===== config.mk =====
export PLATFORM = sky130hd
export DESIGN_NAME = countdown_timer_flat
export DESIGN_NICKNAME = d
export VERILOG_FILES = /design/src/rtl/countdown_timer_if.sv /design/src/rtl/countdown_timer.sv /design/src/flat_wrapper.sv
export SDC_FILE = /design/constraint.sdc
export NUM_CORES = 1
export LEC_CHECK = 0
export ABC_AREA = 0
export CORE_MARGIN = 2
export CORE_UTILIZATION = 50
export CTS_CLUSTER_DIAMETER = 60
export DETAILED_ROUTE_END_ITERATION = 6
export PLACE_DENSITY = 0.81
export SLEW_MARGIN = 20
export SYNTH_ARGS = -nofsm -noshare
export SYNTH_HDL_FRONTEND = slang
export SYNTH_SLANG_ARGS = --single-unit

===== constraint.sdc =====
create_clock -name clk -period 2.4 [get_ports clk]
set_clock_uncertainty 0.05 [all_clocks]
set_input_delay 0.24 -clock clk [delete_from_list [all_inputs] [get_ports clk]]
set_output_delay 0.24 -clock clk [all_outputs]
set_load 0.005 [all_outputs]

===== src/rtl/countdown_timer_if.sv =====
// Load/control/status bundle for countdown_timer.
// The master side issues loads and controls the count.
// The slave side is the timer itself.
interface countdown_timer_if #(
    parameter int WIDTH = 8
);
    // Load handshake
    logic             load_valid;
    logic             load_ready;
    logic [WIDTH-1:0] load_value;
    logic             auto_reload;

    // Run control
    logic             enable;
    logic             abort;

    // Status
    logic [WIDTH-1:0] count;
    logic             busy;
    logic             expired;

    modport master (
        output load_valid,
        output load_value,
        output auto_reload,
        output enable,
        output abort,
        input  load_ready,
        input  count,
        input  busy,
        input  expired
    );

    modport slave (
        input  load_valid,
        input  load_value,
        input  auto_reload,
        input  enable,
        input  abort,
        output load_ready,
        output count,
        output busy,
        output expired
    );
endinterface


===== src/rtl/countdown_timer.sv =====
// Loadable down-counter with a one-cycle terminal-count pulse and optional
// periodic reload.
// Control is a three-state FSM: IDLE accepts a load, RUN decrements under
// enable, and DONE lasts exactly one cycle and drives expired.
module countdown_timer #(
    parameter int WIDTH = 8
) (
    input  logic              clk,
    input  logic              reset,      // asynchronous, active-low
    countdown_timer_if.slave  bus
);

    typedef enum logic [1:0] {
        ST_IDLE = 2'd0,
        ST_RUN  = 2'd1,
        ST_DONE = 2'd2
    } state_t;

    localparam logic [WIDTH-1:0] ZERO = '0;
    localparam logic [WIDTH-1:0] ONE  = WIDTH'(1);

    state_t           state_reg,      state_next;
    logic [WIDTH-1:0] count_reg,      count_next;
    logic [WIDTH-1:0] reload_val_reg, reload_val_next;
    logic             reload_en_reg,  reload_en_next;

    // A load is taken only while IDLE, and never in the same cycle as abort.
    logic load_fire;
    // The counter is at its last step.
    // Counts below one cannot occur in RUN; they are folded in as a guard.
    logic count_last;
    logic reload_ok;

    assign load_fire  = bus.load_valid && (state_reg == ST_IDLE) && !bus.abort;
    assign count_last = (count_reg <= ONE);
    assign reload_ok  = reload_en_reg && (reload_val_reg != ZERO);

    // State register: reset forces IDLE immediately.
    always_ff @(posedge clk or negedge reset) begin
        if (!reset) begin
            state_reg <= ST_IDLE;
        end else begin
            state_reg <= state_next;
        end
    end

    // Next-state logic.
    // abort overrides every transition, and DONE always leaves after one cycle.
    always_comb begin
        state_next = state_reg;
        if (bus.abort) begin
            state_next = ST_IDLE;
        end else begin
            unique case (state_reg)
                ST_IDLE: begin
                    if (load_fire) begin
                        // A zero load has nothing to count and expires at once.
                        state_next = (bus.load_value != ZERO) ? ST_RUN : ST_DONE;
                    end
                end
                ST_RUN: begin
                    if (bus.enable && count_last) begin
                        state_next = ST_DONE;
                    end
                end
                ST_DONE: begin
                    state_next = reload_ok ? ST_RUN : ST_IDLE;
                end
                default: begin
                    state_next = ST_IDLE;
                end
            endcase
        end
    end

    // Datapath next values: count, captured reload value and reload mode.
    always_comb begin
        count_next      = count_reg;
        reload_val_next = reload_val_reg;
        reload_en_next  = reload_en_reg;
        if (bus.abort) begin
            // Cancel clears the count and stops any periodic loop.
            // reload_val may keep a stale value because reload_en gates it.
            count_next     = ZERO;
            reload_en_next = 1'b0;
        end else begin
            unique case (state_reg)
                ST_IDLE: begin
                    if (load_fire) begin
                        count_next      = bus.load_value;
                        reload_val_next = bus.load_value;
                        reload_en_next  = bus.auto_reload;
                    end
                end
                ST_RUN: begin
                    if (bus.enable) begin
                        // count_last covers count==1; dropping to zero here
                        // means the count can never wrap below zero.
                        count_next = count_last ? ZERO : (count_reg - ONE);
                    end
                end
                ST_DONE: begin
                    // enable is deliberately not looked at here.
                    // The reload period is therefore N+1 cycles.
                    count_next = reload_ok ? reload_val_reg : ZERO;
                end
                default: begin
                    count_next = ZERO;
                end
            endcase
        end
    end

    // Datapath registers: reset clears them together with the state.
    always_ff @(posedge clk or negedge reset) begin
        if (!reset) begin
            count_reg      <= ZERO;
            reload_val_reg <= ZERO;
            reload_en_reg  <= 1'b0;
        end else begin
            count_reg      <= count_next;
            reload_val_reg <= reload_val_next;
            reload_en_reg  <= reload_en_next;
        end
    end

    // Output decode.
    // Every output is a function of registered state only, so it is glitch-free.
    // expired cannot repeat on consecutive cycles because DONE never follows DONE.
    always_comb begin
        bus.load_ready = (state_reg == ST_IDLE);
        bus.busy       = (state_reg != ST_IDLE);
        bus.expired    = (state_reg == ST_DONE);
        bus.count      = count_reg;
    end

endmodule


===== src/flat_wrapper.sv =====
// flat-port wrapper written by rule: the top's interface ports become plain ports
module countdown_timer_flat 
#(
    parameter int WIDTH = 8
)
  (clk, reset, bus_load_valid, bus_load_value, bus_auto_reload, bus_enable, bus_abort, bus_load_ready, bus_count, bus_busy, bus_expired);
  countdown_timer_if #(.WIDTH(WIDTH)) bus_i ();
  input  logic clk;
  input  logic reset;
  input wire logic [$bits(bus_i.load_valid)-1:0] bus_load_valid;
  input wire logic [$bits(bus_i.load_value)-1:0] bus_load_value;
  input wire logic [$bits(bus_i.auto_reload)-1:0] bus_auto_reload;
  input wire logic [$bits(bus_i.enable)-1:0] bus_enable;
  input wire logic [$bits(bus_i.abort)-1:0] bus_abort;
  output wire logic [$bits(bus_i.load_ready)-1:0] bus_load_ready;
  output wire logic [$bits(bus_i.count)-1:0] bus_count;
  output wire logic [$bits(bus_i.busy)-1:0] bus_busy;
  output wire logic [$bits(bus_i.expired)-1:0] bus_expired;
  assign bus_i.load_valid = bus_load_valid;
  assign bus_i.load_value = bus_load_value;
  assign bus_i.auto_reload = bus_auto_reload;
  assign bus_i.enable = bus_enable;
  assign bus_i.abort = bus_abort;
  assign bus_load_ready = bus_i.load_ready;
  assign bus_count = bus_i.count;
  assign bus_busy = bus_i.busy;
  assign bus_expired = bus_i.expired;
  countdown_timer #(.WIDTH(WIDTH)) u_core (.clk(clk), .reset(reset), .bus(bus_i));
endmodule

==> results of run 1 <==
==> cells in the final DEF (no fill, tap or decap), types with 2 or more instances in the layout <==
cell             count
clkdlybuf4s50_1     24
a21oi_1             19
dfrtp_1             19
nand3_1             11
inv_1                9
nand2b_1             9
mux2_2               8
nor2_1               7
o21ai_0              7
nor4_1               6
nand2_1              5
a31oi_1              4
o22ai_1              3
clkbuf_4             3
nor2b_1              2
o21a_1               2
o21ai_1              2
nor3_1               2
or4_1                2
ha_1                 2
buf_4                2
==> layout make-up <==
| cell class | instances | area (sq um) | share of cell area |
|---|---|---|---|
| Multi-Input combinational cell | 106 | 686 | 0.453 |
| Sequential cell | 19 | 475 | 0.314 |
| Timing Repair Buffer | 26 | 255 | 0.169 |
| Tap cell | 28 | 35.0 | 0.0232 |
| Inverter | 9 | 33.8 | 0.0223 |
| Clock buffer | 3 | 22.5 | 0.0149 |
| Clock inverter | 1 | 5.00 | 0.00331 |
==> power by group <==
part	internal (mW)	switching [mW]	leakage, nW
Clock	0.0622	0.106	0.0177
Combinational	0.493	0.477	0.337
Sequential	0.459	0.234	0.239
==> metal layers <==
metal | track usage | up-vias | wire, microns
met4 | 0.0940 | 0 | 38
li1 | - | 572 | -
met5 | 0 | - | 0
met3 | 0.0395 | 6 | 215
met1 | 0.360 | 564 | 1460
met2 | 0.395 | 57 | 1490
==> through the flow <==
| stage | utilization | total power [mW] |
|---|---|---|
| 6_report | 0.671 | 1.83 |
| 4_1_cts | 0.671 | 1.82 |
| 2_1_floorplan | - | 1.27 |
| 3_5_place_dp | 0.659 | 1.65 |
| 5_1_grt | 0.671 | 1.95 |
| 3_3_place_gp | 0.659 | 1.62 |
==> worst min-delay path by stage <==
stage	cells past startpoint	to	slack, ps	from
2_1_floorplan	0	u_core.bus.count[0]	-110	reset
3_3_place_gp	1	u_core.reload_val_reg[1]	470	u_core.reload_val_reg[1]
3_5_place_dp	1	u_core.reload_val_reg[0]	480	u_core.reload_val_reg[0]
4_1_cts	2	u_core.bus.count[2]	210	reset
5_1_grt	2	u_core.bus.count[2]	220	reset
6_report	2	u_core.reload_val_reg[7]	200	reset
==> synthesized netlist by cell type, drive strengths merged, types with 2 or more instances <==
library cell,instances,area share
or4,3,0.022
a21oi,19,0.078
o21a,2,0.012
o22ai,3,0.015
nor2,8,0.027
inv,9,0.028
mux2,8,0.074
nor3,2,0.0082
clkbuf,4,0.013
nor4,6,0.031
nor2b,2,0.010
o21ai,9,0.037
nand3,11,0.045
dfrtp,19,0.39
nand2,5,0.015
a31oi,4,0.020
buf,2,0.0082
nand2b,9,0.046
ha,2,0.020
==> kinds of logic after synthesis <==
family | Yosys count | synth area share
buffers and inverters | 15 | 0.0492
flip-flops | 19 | 0.389
multiplexers | 8 | 0.0738
AND/OR/NAND/NOR | 51 | 0.234
adder cells (fa/ha/maj) | 2 | 0.0205
AO/OA/AOI/OAI | 45 | 0.234
==> metrics, run 1 <==
leakage dissipation=0.594 nW; WS Path Type=reg -> out; Ys Warns=0; DP Worst Slack=360 ps; top_reg_cell synth=dfrtp_1; dpl cell area=1490 sq um; Overflow after GRT=0; Antenna Cells=0; Final Hold Viols=0; pin count of the biggest net entering global routing=24; max-cap violations=0; setup TNS=0 ps; CP max stage delay=600 ps; Worst Setup EP=bus_load_ready; post-route setup slack=280 ps; die height=53.4 microns; Routability Congestion=1.00; post-layout instance area=1510 sq um; #FFs+latches synth=19; I/O pin total=25; DRC=0; Pwr Density=1210 nW/um^2; cts repair resizes=0; unrepaired setup endpoints after global routing=false; critical path depth=2; root buffer cell=clkbuf_4; r2r endpoint=u_core.bus.count[6]; outcome=completed; delay-heaviest family, CP=flip-flops; reg2reg start=u_core.bus.count[0]; Setup crit start=u_core.state_reg[1]; Mapped Nets=156; Slew Limit Fails=0; Num CTS Buffers=3; final net count=181; synthesized area=1220 sq um; layout cells sized above 1=0.110; detailed router's first-iteration violation count=59; Sink Count=19; Hold Buf Count CTS=0; core area=2250 sq um; CTS tree=yes; Data arrival, critical path=1830 ps; DRT Pass-1 Iters=4; Yosys cell types=36; Cell Count, Final, Fillers Out=192; PortBufs=24; WL/cell=16.7 microns; vias in the first global route=1104; Post-DRT Antenna Nets=0; Fillers=193; worst vdd ir=826 uV; asr flop ratio synth=1.00; clk slew on worst S/H paths=110 ps; Initial Util=0.542; first-pass GRT wire length=5.21 mm; Vias=1199; Global Route Usage Sum=0.256; DP HPWL=2.39 mm; Worst EP required=2110 ps; Final min period=2120 ps; critical path's slowest cell=dfrtp_1; final setup fails=0; maximum clock insertion buffer count=2; Setup Fix Bufs, Post-CTS=0; vias per cell=6.24; Synth Instances=140; worst hold path class=in -> async; Area Overhead vs Synth=23.9%; R2R Setup Slk=330 ps; Die Footprint=2850 sq um; crit-path cells=nor2_1, clkdlybuf4s50_1; CP Buf/Inv Count=1; placed cells=188; die width=53.4 microns; initial antenna violation count=0; EDFF count, synth=0; Critical Path Fanout Max=23; hold slack final=203 ps; crit share post-route=0.883; CP endpoint kind=output port; Seq/Total Area, Yosys=0.389; Slew HR=0.560; Mean Syn Cell Area=8.72 sq um; row cnt=17; Skew-Pair Late Insertion Delay=300 ps; total wire length=3.20 mm; f_max=0.472 GHz; CP Launch Type=flip-flop; cells on worst reg2reg path=6; H-tree levels=1; Worst Max-Slew Pin Slew=654 ps
No activity file was read; power rests on OpenSTA's default activity.
==> inputs of run 2 (changes only) <==
--- a/config.mk
+++ b/config.mk
@@ -11,6 +11,7 @@
 export CTS_CLUSTER_DIAMETER = 60
 export DETAILED_ROUTE_END_ITERATION = 6
 export PLACE_DENSITY = 0.81
+export SKIP_CTS_REPAIR_TIMING = 1
 export SLEW_MARGIN = 20
 export SYNTH_ARGS = -nofsm -noshare
 export SYNTH_HDL_FRONTEND = slang
==> results of run 2 <==
Final layout, timing and power as in run 1 (identical DEF).
